`config.mk`:
```
export PLATFORM = sky130hd
export DESIGN_NAME = instr_encoder
export DESIGN_NICKNAME = d
export VERILOG_FILES = /design/src/rtl/instr_encoder.sv
export SDC_FILE = /design/constraint.sdc
export NUM_CORES = 1
export LEC_CHECK = 0
export CAP_MARGIN = 20
export CELL_PAD_IN_SITES_DETAIL_PLACEMENT = 1
export CELL_PAD_IN_SITES_GLOBAL_PLACEMENT = 1
export CORE_ASPECT_RATIO = 1.5
export CORE_UTILIZATION = 31
export DETAILED_ROUTE_END_ITERATION = 16
export PLACE_DENSITY_LB_ADDON = 0.12
export SLEW_MARGIN = 0
export SYNTH_ARGS = -nofsm -noshare
export SYNTH_HDL_FRONTEND = slang
export SYNTH_SLANG_ARGS = --single-unit
```
`constraint.sdc`:
```
create_clock -name clk -period 5.1 [get_ports clk]
set_clock_uncertainty 0.2 [all_clocks]
set_input_delay 1.275 -clock clk [delete_from_list [all_inputs] [get_ports clk]]
set_output_delay 1.275 -clock clk [all_outputs]
set_load 0.05 [all_outputs]
```
`src/rtl/instr_encoder.sv`:
```
// instr_encoder
//   Program-load side of the control path. Accepts decoded instruction
//   fields over a valid/ready stream, packs them into 32-bit MIPS words and
//   writes them sequentially into instruction memory starting at word 0.
//
// Parameters
//   ADDR_W  instruction-memory word-address width
//   DEPTH   number of words writable before the session is full (1..2**ADDR_W)
//
// Ports
//   clk, reset                 clock, synchronous active-high reset
//   start / finish             open a load session / close it
//   in_valid / in_ready        field stream handshake (ready while RUN)
//   in_op .. in_target         decoded instruction fields
//   mem_we/mem_addr/mem_wdata  registered one-cycle memory write
//   count                      words written this session
//   full                       DEPTH words written, stream stalled
//   err_illegal                sticky: an undefined opcode was accepted
module instr_encoder #(
  parameter int ADDR_W = 8,
  parameter int DEPTH  = 256
) (
  input  logic              clk,
  input  logic              reset,
  input  logic              start,
  input  logic              finish,
  input  logic              in_valid,
  output logic              in_ready,
  input  logic [3:0]        in_op,
  input  logic [4:0]        in_rs,
  input  logic [4:0]        in_rt,
  input  logic [4:0]        in_rd,
  input  logic [4:0]        in_shamt,
  input  logic [5:0]        in_funct,
  input  logic [15:0]       in_imm,
  input  logic [25:0]       in_target,
  output logic              mem_we,
  output logic [ADDR_W-1:0] mem_addr,
  output logic [31:0]       mem_wdata,
  output logic [ADDR_W:0]   count,
  output logic              full,
  output logic              err_illegal
);

  typedef enum logic [1:0] {
    IDLE = 2'd0,
    RUN  = 2'd1,
    FULL = 2'd2
  } state_t;

  localparam logic [ADDR_W-1:0] LAST_ADDR = ADDR_W'(DEPTH - 1);

  state_t              state_reg, state_next;
  logic [ADDR_W-1:0]   ptr_reg;
  logic [ADDR_W:0]     count_reg;
  logic                mem_we_reg;
  logic [ADDR_W-1:0]   mem_addr_reg;
  logic [31:0]         mem_wdata_reg;
  logic                err_reg;

  logic [31:0]         enc_word;
  logic                enc_legal;
  logic [5:0]          i_opc;
  logic                take;
  logic                start_ok;

  // A transfer is only possible in RUN; start only matters outside RUN,
  // so the two can never act on the same edge.
  assign take     = in_valid && (state_reg == RUN);
  assign start_ok = start && (state_reg != RUN);

  // ---------------- instruction packing ----------------
  always_comb begin
    enc_word  = 32'd0;
    enc_legal = 1'b1;
    i_opc     = 6'b000000;
    case (in_op)
      4'd1:  i_opc = 6'b100011;  // LW
      4'd2:  i_opc = 6'b101011;  // SW
      4'd3:  i_opc = 6'b000100;  // BEQ
      4'd4:  i_opc = 6'b000101;  // BNE
      4'd7:  i_opc = 6'b001000;  // ADDI
      4'd8:  i_opc = 6'b001100;  // ANDI
      4'd9:  i_opc = 6'b001101;  // ORI
      4'd10: i_opc = 6'b001110;  // XORI
      4'd11: i_opc = 6'b001010;  // SLTI
      4'd12: i_opc = 6'b001011;  // SLTIU
      default: i_opc = 6'b000000;
    endcase
    case (in_op)
      4'd0:  enc_word = {6'b000000, in_rs, in_rt, in_rd, in_shamt, in_funct};
      4'd5:  enc_word = {6'b000010, in_target};
      4'd6:  enc_word = {6'b000011, in_target};
      // LUI has no source register; rs is forced to zero
      4'd13: enc_word = {6'b001111, 5'd0, in_rt, in_imm};
      4'd14, 4'd15: enc_legal = 1'b0;
      default: enc_word = {i_opc, in_rs, in_rt, in_imm};
    endcase
  end

  // ---------------- FSM: state register ----------------
  always_ff @(posedge clk) begin
    if (reset) begin
      state_reg <= IDLE;
    end else begin
      state_reg <= state_next;
    end
  end

  // ---------------- FSM: next state ----------------
  always_comb begin
    state_next = state_reg;
    case (state_reg)
      IDLE: if (start) state_next = RUN;
      RUN: begin
        // finish wins over reaching the last address; the word is still written
        if (finish) begin
          state_next = IDLE;
        end else if (take && enc_legal && (ptr_reg == LAST_ADDR)) begin
          state_next = FULL;
        end
      end
      FULL: if (start) state_next = RUN;
      default: state_next = IDLE;
    endcase
  end

  // ---------------- FSM: outputs ----------------
  always_comb begin
    in_ready = (state_reg == RUN);
    full     = (state_reg == FULL);
  end

  // ---------------- write datapath ----------------
  always_ff @(posedge clk) begin
    if (reset) begin
      ptr_reg       <= '0;
      count_reg     <= '0;
      mem_we_reg    <= 1'b0;
      mem_addr_reg  <= '0;
      mem_wdata_reg <= 32'd0;
      err_reg       <= 1'b0;
    end else begin
      mem_we_reg <= 1'b0;
      if (start_ok) begin
        ptr_reg   <= '0;
        count_reg <= '0;
        err_reg   <= 1'b0;
      end else if (take) begin
        if (enc_legal) begin
          mem_we_reg    <= 1'b1;
          mem_addr_reg  <= ptr_reg;
          mem_wdata_reg <= enc_word;
          count_reg     <= count_reg + (ADDR_W+1)'(1);
          // pointer parks on the last address instead of wrapping
          if (ptr_reg != LAST_ADDR) begin
            ptr_reg <= ptr_reg + ADDR_W'(1);
          end
        end else begin
          err_reg <= 1'b1;
        end
      end
    end
  end

  assign mem_we      = mem_we_reg;
  assign mem_addr    = mem_addr_reg;
  assign mem_wdata   = mem_wdata_reg;
  assign count       = count_reg;
  assign err_illegal = err_reg;

endmodule

```
==> summary.txt <==
STA
  – RSZ-0062 raised after global routing: false
  – Max Slew Vio Count: 0
  – Worst Max-Slew Pin Slew: roughly 1.0 ns
  – Endpoints failing setup: 0
  – Clock period minus final worst setup slack: 3.72 ns
  – Max Fclk: about 270 MHz
  – Final Hold Fails: 0
  – Worst Setup Slack, final: between 1 and 1.5 ns
  – Total negative slack: 0 ns
  – Max_slew headroom: 30.1%
  – Tcrit/Tclk final: between 70% and 80%

Finish
  – Register area: 1200 um^2
  – Post-layout util: between 50% and 60%
  – Ratio of cells with drive above 1 in the final layout: 4.79%
  – Antenna diodes: 0
  – Area Overhead vs Synth: 57.9%
  – Multi-input logic area: 1430 um^2
  – Post-route cell area: 4410 um^2
  – Filler cells: approximately 1,000
  – Max reg flops: 31
  – Final Net Count: ~520

Clocking
  – H-tree levels: 3
  – Root buf cell: clkbuf_16
  – Max clock buf depth: 2
  – Hold-fix buffers, CTS: 0
  – TritonCTS Buffers: 9
  – Skew-Pair Late Insertion Delay: 0.32 ns
  – Clk slew on worst S/H paths: about 0.050 ns
  – TritonCTS Sinks: 60
  – CTS tree: built
  – Cts repair resizes: 0
  – Postcts setup bufs: 0

Routing
  – Vias per cell: 5.27
  – Total Routed Length: approximately 8.9 mm
  – Drt wl/cell: 16.2 um
  – TritonRoute pass-1 iters: 6
  – DR iter-0 viols: roughly 110
  – Routed Antenna Nets: 0
  – # DRC: 0
  – Total number of vias: ~2,900

Synthesis
  – Avg Inst Size Synth: a little under 9 um^2
  – Gate Count Post-Synth: approximately 320
  – Yosys reg bits: 60
  – Yosys Warn Count: 0
  – Post-synthesis sequential area ratio: about 43%
  – Synth top area cells: dfxtp_1 43%, a211oi_1 5.9%, a222oi_1 5.7%
  – Synth top cells by count: 60 x dfxtp_1, 38 x nor2_1, 28 x nand2_1
  – Synth top area share: roughly 43%
  – Mapped Area: 2790 um^2
  – Post-synth top flop: dfxtp_1
  – Most instantiated library cell after synthesis: dfxtp_1
  – EDFF count, synth: 0
  – Syn_nets: roughly 410
  – Async SR Flop Fraction: 0%
  – Count of different cell masters after synthesis: 47
  – Area leader, netlist: dfxtp_1

Setup path
  – CP Data Required Time: ~5.1 ns
  – Delay-heaviest family, CP: simple AND/OR/NAND/NOR gates
  – Worst setup SP type: input pin
  – Critical-path top delay cell: or3_1
  – Crit path max fanout: 16
  – Largest stage delay, worst path: 0.55 ns
  – WP buf/inv: 2
  – CP Class: input pin to register
  – CP Cell Sequence: clkdlybuf4s50_1 -> inv_1 -> ha_1 -> nor3b_1 -> or3_1 -> a222oi_1 -> a211oi_1
  – Crit path DAT: 3.74 ns
  – Worst setup EP type: register

Power and ir drop
  – Worst vdd ir: 0.190 mV
  – Leakage: between 1.5 and 2 nW
  – Pwr dens: slightly above 300 nW/um^2

Placed design
  – Buffers added on ports: 128
  – Pre-CTS setup slack: approximately 1.1 ns
  – RePlAce Congestion: roughly 0.75
  – Cell Area, Placed: 4100 um^2
  – Post-DP HPWL: around 6.4 mm

Die
  – # IOs: between 100 and 150
  – Die ar.: 9390 um^2
  – Die height: roughly 120 um
  – Starting density of the core: a little under a third
  – Core ar.: ~8800 um^2
  – Chip Width: between 70 and 80 um
  – Site Rows: 42

Global routing
  – Global-route wire length before repair: roughly 15 mm
  – GRT Residual Overflow: 0
  – Gr usage total: roughly a fifth
  – Vias in the first global route: 2,962
  – Largest net degree at the start of global routing: between 50 and 60
  – Initial antenna violation count: 0

Min path
  – Hold Crit Class: register to register

Flow run
  – Max cap viols: 0

Outcome
  – Status: finished clean
## per-layer routing
layer | track usage, % | vias up | routed length, um
li1 | - | 1427 | -
met1 | 22.2 | 1360 | 3500
met2 | 36.3 | 90 | 4780
met3 | 5.87 | 11 | 491
met4 | 6.82 | 0 | 131
met5 | 0 | - | 0
## kinds of logic after synthesis
family,count (synthesis),synth area share (%)
AND/OR/NAND/NOR,118,20.8
flip-flops,60,43.0
adder cells (fa/ha/maj),6,2.69
buffers and inverters,34,5.69
multiplexers,6,2.15
AO/OA/AOI/OAI,92,23.9
other,1,0.134
XOR/XNOR,5,1.57
## report_power, final
part | internal [W] | leakage, nW | switching [W]
registers | 0.000485 | 0.487 | 0.00000864
clock network | 0.000425 | 0.154 | 0.000200
logic | 0.000105 | 0.866 | 0.000125
total | 0.00102 | 1.51 | 0.000333
## stage by stage
stage	instances	total power [W]	hold slack, ns
after global routing	548	0.00140	0.292
after global placement	534	0.000730	0.243
after CTS	548	0.00137	0.266
after detailed placement	534	0.000733	0.251
final	548	0.00135	0.259
after floorplan	322	0.000627	0.249
## cell type report
cell class	count	area share, %
clock buffers	13	6.36
clock inverters	1	0.681
inverters	6	0.511
multi-input cells	228	32.5
flip-flops and latches	60	27.3
well taps	110	3.12
repair buffers	130	29.6
## path summary, 6_finish.rpt
kind	startpoint	endpoint	slack, ns	cells past startpoint
setup / recovery	in_op[1]	mem_wdata[3]	1.38	7
hold / removal	mem_addr[0]	mem_addr[0]	0.26	2
setup reg to reg	state_reg[0]	ptr_reg[4]	2.93	5
hold reg to reg	mem_addr[0]	mem_addr[0]	0.26	2
## placed cells by master (no fill, tap or decap), drive strengths merged, types with 2 or more instances in the layout
cell,synthesis,routed
clkdlybuf4s50,0,127
dfxtp,60,60
nor2,38,38
nand2,28,28
a21oi,25,25
a211oi,22,22
a222oi,16,16
clkbuf,10,13
nor3,9,9
o21ai,9,9
nand3,8,8
inv,6,6
mux2i,6,6
a221oi,6,6
ha,6,6
nand2b,5,5
or3,5,5
or4,5,5
nor2b,4,4
nand4,4,4
xor2,4,4
and4,3,3
o31ai,3,3
buf,18,3
a31oi,2,2
o211ai,2,2
and2,2,2
nor3b,2,2
## worst min-delay path: stages (launching register included)
cell,delay (ns)
dfxtp_1,0.30
nand2_1,0.05
a21oi_1,0.05
Note: power is estimated with default switching activity, not from simulation.
